--- config.mk ---
export PLATFORM = sky130hd
export DESIGN_NAME = arbiter_8x3
export DESIGN_NICKNAME = d
export VERILOG_FILES = /design/src/rtl/arbiter_8x3.sv
export SDC_FILE = /design/constraint.sdc
export NUM_CORES = 1
export LEC_CHECK = 0
export ABC_CLOCK_PERIOD_IN_PS = 4100
export CAP_MARGIN = 0
export CELL_PAD_IN_SITES_DETAIL_PLACEMENT = 1
export CELL_PAD_IN_SITES_GLOBAL_PLACEMENT = 1
export CORE_UTILIZATION = 42
export CTS_CLUSTER_SIZE = 12
export DETAILED_ROUTE_END_ITERATION = 16
export PLACE_DENSITY_LB_ADDON = 0.1
export SLEW_MARGIN = 40
export SYNTH_ARGS = -nofsm -noshare
export SYNTH_HDL_FRONTEND = slang
export SYNTH_SLANG_ARGS = --single-unit
--- constraint.sdc ---
create_clock -name clk -period 4.1 [get_ports clk]
set_clock_uncertainty 0.2 [all_clocks]
set_input_delay 0.82 -clock clk [delete_from_list [all_inputs] [get_ports clk]]
set_output_delay 0.82 -clock clk [all_outputs]
set_load 0.05 [all_outputs]
--- src/rtl/arbiter_8x3.sv ---
`default_nettype none
// ============================================================================
//  Module      : arbiter_8x3
//  Description : Round-robin arbiter sharing one resource among 8 requesters.
//                A grant is held for the whole transaction and released when
//                the owner drops its request. The previous owner has the
//                lowest priority at the next arbitration.
//  Ports       : clk         - rising-edge clock
//                rst         - synchronous reset, active-high
//                req[7:0]    - request vector, held high for a transaction
//                grant[7:0]  - registered one-hot grant, 8'h00 when idle
//                grant_idx   - encoded grant index, idx = 7 - p, 0 when idle
//                grant_valid - high while any grant is active
//                timeout     - 1-cycle pulse on a forced release
//  Option      : LOCK_TIMEOUT_EN - when defined, a grant is forcibly
//                released after HOLD_MAX consecutive cycles.
//  Revision    : 1.0 - initial release
// ============================================================================
module arbiter_8x3 #(
    parameter int HOLD_MAX = 16
) (
    input  logic       clk,
    input  logic       rst,
    input  logic [7:0] req,
    output logic [7:0] grant,
    output logic [2:0] grant_idx,
    output logic       grant_valid,
    output logic       timeout
);

    localparam logic [0:0] S_IDLE  = 1'b0;
    localparam logic [0:0] S_GRANT = 1'b1;

    logic [0:0] r_state;
    logic [2:0] r_last;
    logic [7:0] r_grant;
    logic [2:0] r_idx;

    logic [0:0] w_state_nxt;
    logic [2:0] w_last_nxt;
    logic [7:0] w_grant_nxt;
    logic [2:0] w_idx_nxt;

    logic       w_found;
    logic [2:0] w_win;
    logic [2:0] w_pos;
    logic       w_force;

    // ------------------------------------------------------------------
    // Winner search: positions last-1, last-2, ... wrapping through 0->7
    // and ending at last itself, so the previous owner is checked last.
    // The 3-bit subtraction provides the wrap for free.
    // ------------------------------------------------------------------
    always_comb begin
        w_found = 1'b0;
        w_win   = r_last;
        w_pos   = r_last;
        for (int i = 1; i <= 8; i++) begin
            w_pos = r_last - 3'(i);
            if (!w_found && req[w_pos]) begin
                w_win   = w_pos;
                w_found = 1'b1;
            end
        end
    end

`ifdef LOCK_TIMEOUT_EN
    localparam logic [7:0] c_HOLD_LIM = 8'(HOLD_MAX - 1);

    logic [7:0] r_hold_cnt;
    logic       r_timeout;

    // Forced release only when the owner still requests; a drop on the
    // same edge is an ordinary release without a timeout pulse.
    assign w_force = (r_state == S_GRANT) && req[r_last] && (r_hold_cnt == c_HOLD_LIM);

    // Counter sits at 0 in IDLE, so it reads 0 during the first grant cycle.
    always_ff @(posedge clk) begin
        if (rst) begin
            r_hold_cnt <= 8'd0;
            r_timeout  <= 1'b0;
        end else begin
            r_timeout <= w_force;
            if (r_state == S_GRANT) begin
                r_hold_cnt <= r_hold_cnt + 8'd1;
            end else begin
                r_hold_cnt <= 8'd0;
            end
        end
    end
`else
    logic w_unused_hold;
    assign w_unused_hold = (HOLD_MAX == 0);
    assign w_force       = 1'b0;
`endif

    // ------------------------------------------------------------------
    // State register
    // ------------------------------------------------------------------
    always_ff @(posedge clk) begin
        if (rst) begin
            r_state <= S_IDLE;
            r_last  <= 3'd0;
            r_grant <= 8'h00;
            r_idx   <= 3'd0;
        end else begin
            r_state <= w_state_nxt;
            r_last  <= w_last_nxt;
            r_grant <= w_grant_nxt;
            r_idx   <= w_idx_nxt;
        end
    end

    // ------------------------------------------------------------------
    // Next-state logic
    // ------------------------------------------------------------------
    always_comb begin
        w_state_nxt = r_state;
        w_last_nxt  = r_last;
        w_grant_nxt = r_grant;
        w_idx_nxt   = r_idx;
        case (r_state)
            S_IDLE: begin
                if (w_found) begin
                    w_state_nxt = S_GRANT;
                    w_grant_nxt = 8'h01 << w_win;
                    w_idx_nxt   = ~w_win;
                    w_last_nxt  = w_win;
                end
            end
            S_GRANT: begin
                // Other requesters are ignored here: no preemption.
                if (!req[r_last] || w_force) begin
                    w_state_nxt = S_IDLE;
                    w_grant_nxt = 8'h00;
                    w_idx_nxt   = 3'd0;
                end
            end
            default: begin
                w_state_nxt = S_IDLE;
                w_grant_nxt = 8'h00;
                w_idx_nxt   = 3'd0;
            end
        endcase
    end

    // ------------------------------------------------------------------
    // Output logic
    // ------------------------------------------------------------------
    always_comb begin
        grant       = r_grant;
        grant_idx   = r_idx;
        grant_valid = |r_grant;
`ifdef LOCK_TIMEOUT_EN
        timeout     = r_timeout;
`else
        timeout     = 1'b0;
`endif
    end

endmodule
`default_nettype wire

After elaboration in Yosys (flattened, before gate mapping)

Index checks and enable logic that the tools add are counted.

Logic and storage cells: 82
Bits in registers: 15
Output and inout port bits: 13
Bits of input ports: 10

Muxes and demuxes: 41
Reduce and logical (&&, ||, !) cells: 17
Shifts and indexed selects: 1
Magnitude comparators: 8
Equality and inequality tests: 2
Bitwise gates (word level): 2
$add $sub $neg: 7

Operator list:

| operator            | number |
|---|---|
| $lt 3x4->1 const B  | 8 |
| $mux 3              | 10 |
| $bmux 1 s3          | 8 |
| $mux 1              | 18 |
| $mux 8              | 2 |
| $pmux 8 s2          | 1 |
| $sub 3x3->3 const B | 4 |
| $reduce_or 8->1     | 1 |
| $shl 1x3->8 const A | 1 |
| $logic_and 1x1->1   | 7 |
| $logic_not 1->1     | 7 |
| $pmux 3 s2          | 1 |
| $sub 3x2->3 const B | 2 |
| $ne 2x2->1 const B  | 2 |
| $reduce_and 2->1    | 2 |
| $not 3->3           | 1 |
| $sub 3x1->3 const B | 1 |
| $pmux 1 s2          | 1 |
| $not 1->1           | 1 |

Depth between registers and ports, before layout

Depth in word-level cells: 28
Depth in mapped cells: 14

Worst setup path after synthesis

OpenSTA, ideal clock, no wires.

Kind: reg2reg
Start point: register r_last[0]
End point: register r_grant[6] (netlist: grant[6])
Cell stages (with the launch flop): 15
Data arrival time: 3.134 ns
Setup slack: 0.638 ns
Required time: 3.772 ns
Cells stage by stage: dfxtp_1 > buf_4 > buf_6 > inv_1 > ha_1 > buf_6 > mux2_4 > mux4_2 > o32ai_2 > and2_1 > buf_6 > a31oi_2 > nor2b_1 > nand2_1 > o31ai_1

Word-level cells in the longest chain between the ends: 28
Elaborated cells between the ends (all ways): 59
Classes of those cells: add/sub (7); eq/ne (2); shift (1); mux (34); reduce/logical (15)

Ends and longest elaborated chain:

| what                         | RTL line | text |
|---|---|---|
| start, declared              | 35       | `logic [2:0] r_last;` |
| start signal, assigned       | 108      | `r_last <= w_last_nxt;` |
| $sub 3x1->3                  | 59       | `w_pos = r_last - 3'(i);` |
| $bmux 1 s3                   | 60       | `if (!w_found && req[w_pos]) begin` |
| $mux 1 (implied by the code) | 60       |  |
| $mux 1                       | 60       |  |
| $logic_not 1->1              | 60       |  |
| $logic_and 1x1->1            | 60       |  |
| $mux 1                       | 60       |  |
| $logic_not 1->1              | 60       |  |
| [12 not listed]              | --       |  |
| $logic_and 1x1->1            | 60       |  |
| $mux 1                       | 60       |  |
| $logic_not 1->1              | 60       |  |
| $logic_and 1x1->1            | 60       |  |
| $mux 3                       | 60       |  |
| $shl 1x3->8                  | 126      | `w_grant_nxt = 8'h01 << w_win;` |
| $mux 8                       | 124      | `if (w_found) begin` |
| $pmux 8 s2                   | 122      | `case (r_state)` |
| end signal, assigned         | 109      | `r_grant <= w_grant_nxt;` |
| end, declared                | 36       | `logic [7:0] r_grant;` |

Several ways; a longest one is shown, not always the timed one. The select of a mux whose other input is x is not followed.
A chain may end at the register's enable or synchronous reset.

Worst setup path after layout

Start point: register r_last[1]
End point: register r_grant[4] (netlist: grant[4])

Same word-level chain as after synthesis.

==> results.md <==
Worst hold path:
- The path type of the worst min-delay path is reg -> reg.
- The worst hold path begins at grant_idx[2].
- The worst hold path was traced through 2 stages.
- The endpoint of the worst hold-timing path is grant_idx[2].

Setup path:
- The kind of start point of the critical path is a flop.
- For the worst setup path, the data arrival time is 3800 ps.
- In this run the register-to-register setup slack is 290 ps.
- The data required time at the worst endpoint is 4090 ps.
- The maximum fanout along the worst path is 13.
- The worst register-to-register path has a depth of 11.
- The worst register-to-register path ends at grant[4].
- The element type at the critical path end is a flop.
- The reg-to-reg critical path startpoint is r_last[1].
- The category of the most critical setup path is reg -> reg.

Synth:
- Counting flops with a built-in enable in the synthesized netlist gives 0.
- Counting flops with an async set or reset pin after synthesis yields a share of 0%.
- The part of the Yosys area used for sequential elements is 18.1%.
- The most used flip-flop cell after synthesis is sky130_fd_sc_hd__dfxtp_1.
- The number of unique standard cell types used by synthesis is 58.
- The simple-gate area share of the yosys netlist is 21.2%.
- The largest family of logic cells by synthesized area is multiplexers.
- The synthesized netlist occupies a cell area of 0.00166 sq mm.
- The synthesized netlist net count is 188.
- The total number of yosys warnings is 0.
- After synthesis the netlist holds a flip-flop and latch count of 15.
- Multiplexer cells account for 27.2% of the synthesized area.
- The synthesized netlist devotes 1.51% of its cell area to adder and majority cells.
- Summing the areas of all xor and xnor instances in the mapped netlist gives 2.57% of the synthesized area.
- In this run the mean area of a mapped cell was 9.41 sq um.
- Of the post-synthesis cell area, the dominant cell type holds 18.1%.
- The number of instances in the synthesized netlist is 176.
- The compound-cell area share of the yosys netlist is 23.2%.
- The library cell with the largest summed area after synthesis is sky130_fd_sc_hd__dfxtp_1.
- Sorting the synthesized cells by area gives the leading types as sky130_fd_sc_hd__dfxtp_1 (18%), sky130_fd_sc_hd__mux4_2 (14%), sky130_fd_sc_hd__mux4_1 (4.8%).

CTS:
- The number of buffers added to fix hold violations after cts is 0.
- The worst-case clock buffer depth is 2.
- The H-tree depth is 1.
- The latest clock arrival within the worst-skew pair is 250 ps.
- The master cell of the clock root buffer is sky130_fd_sc_hd__clkbuf_8.
- The number of gates resized after cts is 0.
- In this run, CTS created clock tree buffers numbering 3.
- Clock-pin slew was measured on the worst setup and hold paths at 60 ps.
- TritonCTS built the clock tree.
- Counting every sink on the clock net gives 15.
- Post-CTS timing repair inserted 0 buffers for setup.

GRT:
- Global routing used 23.1% of the available tracks across all layers.
- The via count of the first global-routing pass is 1,482.
- The total global routing overflow is 0.
- The first global-routing pass estimated 7.48 mm of wire.
- Entering global routing, the biggest net connects 15 pins.
- The initial antenna violation count is 0.

Run status:
- The flow ran to the end, and the final reports show no timing, DRC or antenna violations.

Placement:
- Port buffering added 21 buffers.
- After legalization and detailed placement, the total HPWL measured 3.50 mm.
- Routability-driven placement finished with a final weighted congestion of 0.896.

Routing:
- The average wire length per cell after detail routing is 18.5 microns.
- Summed over all layers, the routed wires come to 4.51 mm.
- For this run, design rule violations remaining after detail routing come to 0.
- The violation count after the first detailed-route iteration is 124.
- The via count is 1,501.
- Using the TritonRoute via totals, the vias-per-cell ratio works out to 6.15.
- For this run, the detailed router's first-pass iteration total came to 4.
- The remaining antenna violation count after routing is 0.

Die:
- The x dimension of the die is 64.8 microns.
- In this run the count of I/O pins placed on the die edge is 23.
- The core region is 0.00372 sq mm.
- The floorplan step defined a die boundary enclosing 0.00420 sq mm.
- The die is 64.8 microns tall.
- Once the floorplan was initialized, standard cells occupied 44.5% of the core.
- After floorplanning, the core was divided into 22 placement rows.

STA:
- The count of endpoints failing hold in the final timing report is 0.
- The total count of max-transition violations in the final report came to 0.
- The worst path needs 3810 ps of the cycle, external delays included.
- The number of failing setup endpoints in the final timing report is 0.
- The total negative setup slack is 0 ps.
- In the finished design, the share of the clock period the worst path needs comes to 93.0%.
- For the pin with the worst max-slew slack, the measured transition is 511 ps.
- In this run the tightest slew margin relative to its limit is 65.9%.
- For this run, the top clock speed supported by timing is 262 MHz.
- Setup repair after global routing left no endpoint under its margin.

Layout:
- The antenna cell count is 0.
- The area growth from synthesis to layout is 16.8%.
- In the layout the commonest cells are sky130_fd_sc_hd__clkdlybuf4s50_1 (21), sky130_fd_sc_hd__nand2_1 (19), sky130_fd_sc_hd__dfxtp_1 (15), sky130_fd_sc_hd__nor2_1 (14), sky130_fd_sc_hd__mux4_2 (10).
- The net count of the finished layout is 209.
- The layout cell share with drive strength beyond 1 is 19.9%.
- Leaving out fill and tap cells, the most frequent cell in the layout is sky130_fd_sc_hd__clkdlybuf4s50_1.

Job:
- The number of maximum-capacitance violations is 0.
[kinds of logic (layout without fill, tap and decap cells)]
logic type | Yosys count | count (layout)
AND/OR/NAND/NOR | 66 | 66
flip-flops | 15 | 15
other | 1 | 1
adder cells (fa/ha/maj) | 2 | 2
XOR/XNOR | 4 | 4
buffers and inverters | 16 | 36
multiplexers | 25 | 25
AO/OA/AOI/OAI | 47 | 47
[how the worst max path moves through the flow]
| stage | depth (start not counted) | from | slack, ps | to |
|---|---|---|---|---|
| after floorplan | 14 | r_last[0] | 640 | grant[6] |
| after global placement | 10 | req[0] | 240 | grant[2] |
| after detailed placement | 10 | req[5] | 150 | grant[4] |
| after CTS | 11 | r_last[1] | 320 | grant[4] |
| after global routing | 11 | r_last[1] | 120 | grant[3] |
| final | 11 | r_last[1] | 290 | grant[4] |
[area by class of cell]
class | instances | area [sq um]
clock buffers | 4 | 45.0
flip-flops and latches | 15 | 300
repair buffers | 26 | 248
multi-input cells | 145 | 1260
inverters | 6 | 22.5
well taps | 48 | 60.1
fillers | 452 | 1780
[per-layer routing]
layer	share of wire [%]	track usage (%)
met1	49	34.5
met2	47	34.9
met3	3.4	4.23
met4	0.84	3.61
met5	0	0
[state kept, by name (all words and copies together) (netlist names)]
signal and count:
grant 8, r_last 3, grant_idx 3, r_state 1
[synthesized netlist by cell type, types with 2 or more instances]
master / instances
sky130_fd_sc_hd__a211oi_1: 3
sky130_fd_sc_hd__a21oi_1: 8
sky130_fd_sc_hd__a21oi_2: 2
sky130_fd_sc_hd__a22o_1: 2
sky130_fd_sc_hd__a31oi_1: 2
sky130_fd_sc_hd__buf_4: 2
sky130_fd_sc_hd__buf_6: 4
sky130_fd_sc_hd__clkbuf_1: 4
sky130_fd_sc_hd__dfxtp_1: 15
sky130_fd_sc_hd__ha_1: 2
sky130_fd_sc_hd__inv_1: 5
sky130_fd_sc_hd__mux2_2: 3
sky130_fd_sc_hd__mux2_4: 2
sky130_fd_sc_hd__mux2i_1: 6
sky130_fd_sc_hd__mux4_1: 3
sky130_fd_sc_hd__mux4_2: 10
sky130_fd_sc_hd__nand2_1: 19
sky130_fd_sc_hd__nand2b_1: 7
sky130_fd_sc_hd__nand2b_4: 2
sky130_fd_sc_hd__nand3_1: 4
sky130_fd_sc_hd__nor2_1: 14
sky130_fd_sc_hd__nor2b_1: 6
sky130_fd_sc_hd__nor3_1: 5
sky130_fd_sc_hd__nor4_1: 2
sky130_fd_sc_hd__o21ai_0: 3
sky130_fd_sc_hd__o21ai_1: 4
sky130_fd_sc_hd__o21ai_2: 2
sky130_fd_sc_hd__o221ai_1: 2
sky130_fd_sc_hd__o31ai_1: 2
sky130_fd_sc_hd__o32ai_2: 2
sky130_fd_sc_hd__xnor2_1: 2
[per-stage QoR]
| stage | cell area, sq um | hold slack [ps] | instances | utilization (%) | setup WS [ps] |
|---|---|---|---|---|---|
| global route | 1930 | 301 | 244 | 52.0 | 119 |
| floorplan | 1660 | 339 | 176 | - | 638 |
| detailed placement | 1890 | 263 | 240 | 50.8 | 146 |
| global placement | 1890 | 248 | 240 | 50.8 | 243 |
| finish | 1930 | 268 | 244 | 52.0 | 287 |
| CTS | 1930 | 272 | 244 | 52.0 | 315 |
[critical path, cell delays in order (launching register included)]
cell                       delay (ps)
sky130_fd_sc_hd__dfxtp_1          330
sky130_fd_sc_hd__inv_1            120
sky130_fd_sc_hd__ha_1             620
sky130_fd_sc_hd__mux2_2           430
sky130_fd_sc_hd__mux4_2           530
sky130_fd_sc_hd__o32ai_2          290
sky130_fd_sc_hd__and2_1           270
sky130_fd_sc_hd__buf_4            180
sky130_fd_sc_hd__nand4b_1         150
sky130_fd_sc_hd__a21oi_2          410
sky130_fd_sc_hd__nand2_1          140
sky130_fd_sc_hd__o21ai_2           70
Power is not shown: default switching activity piles up to over one toggle a cycle in this logic, so the estimate is an artifact.
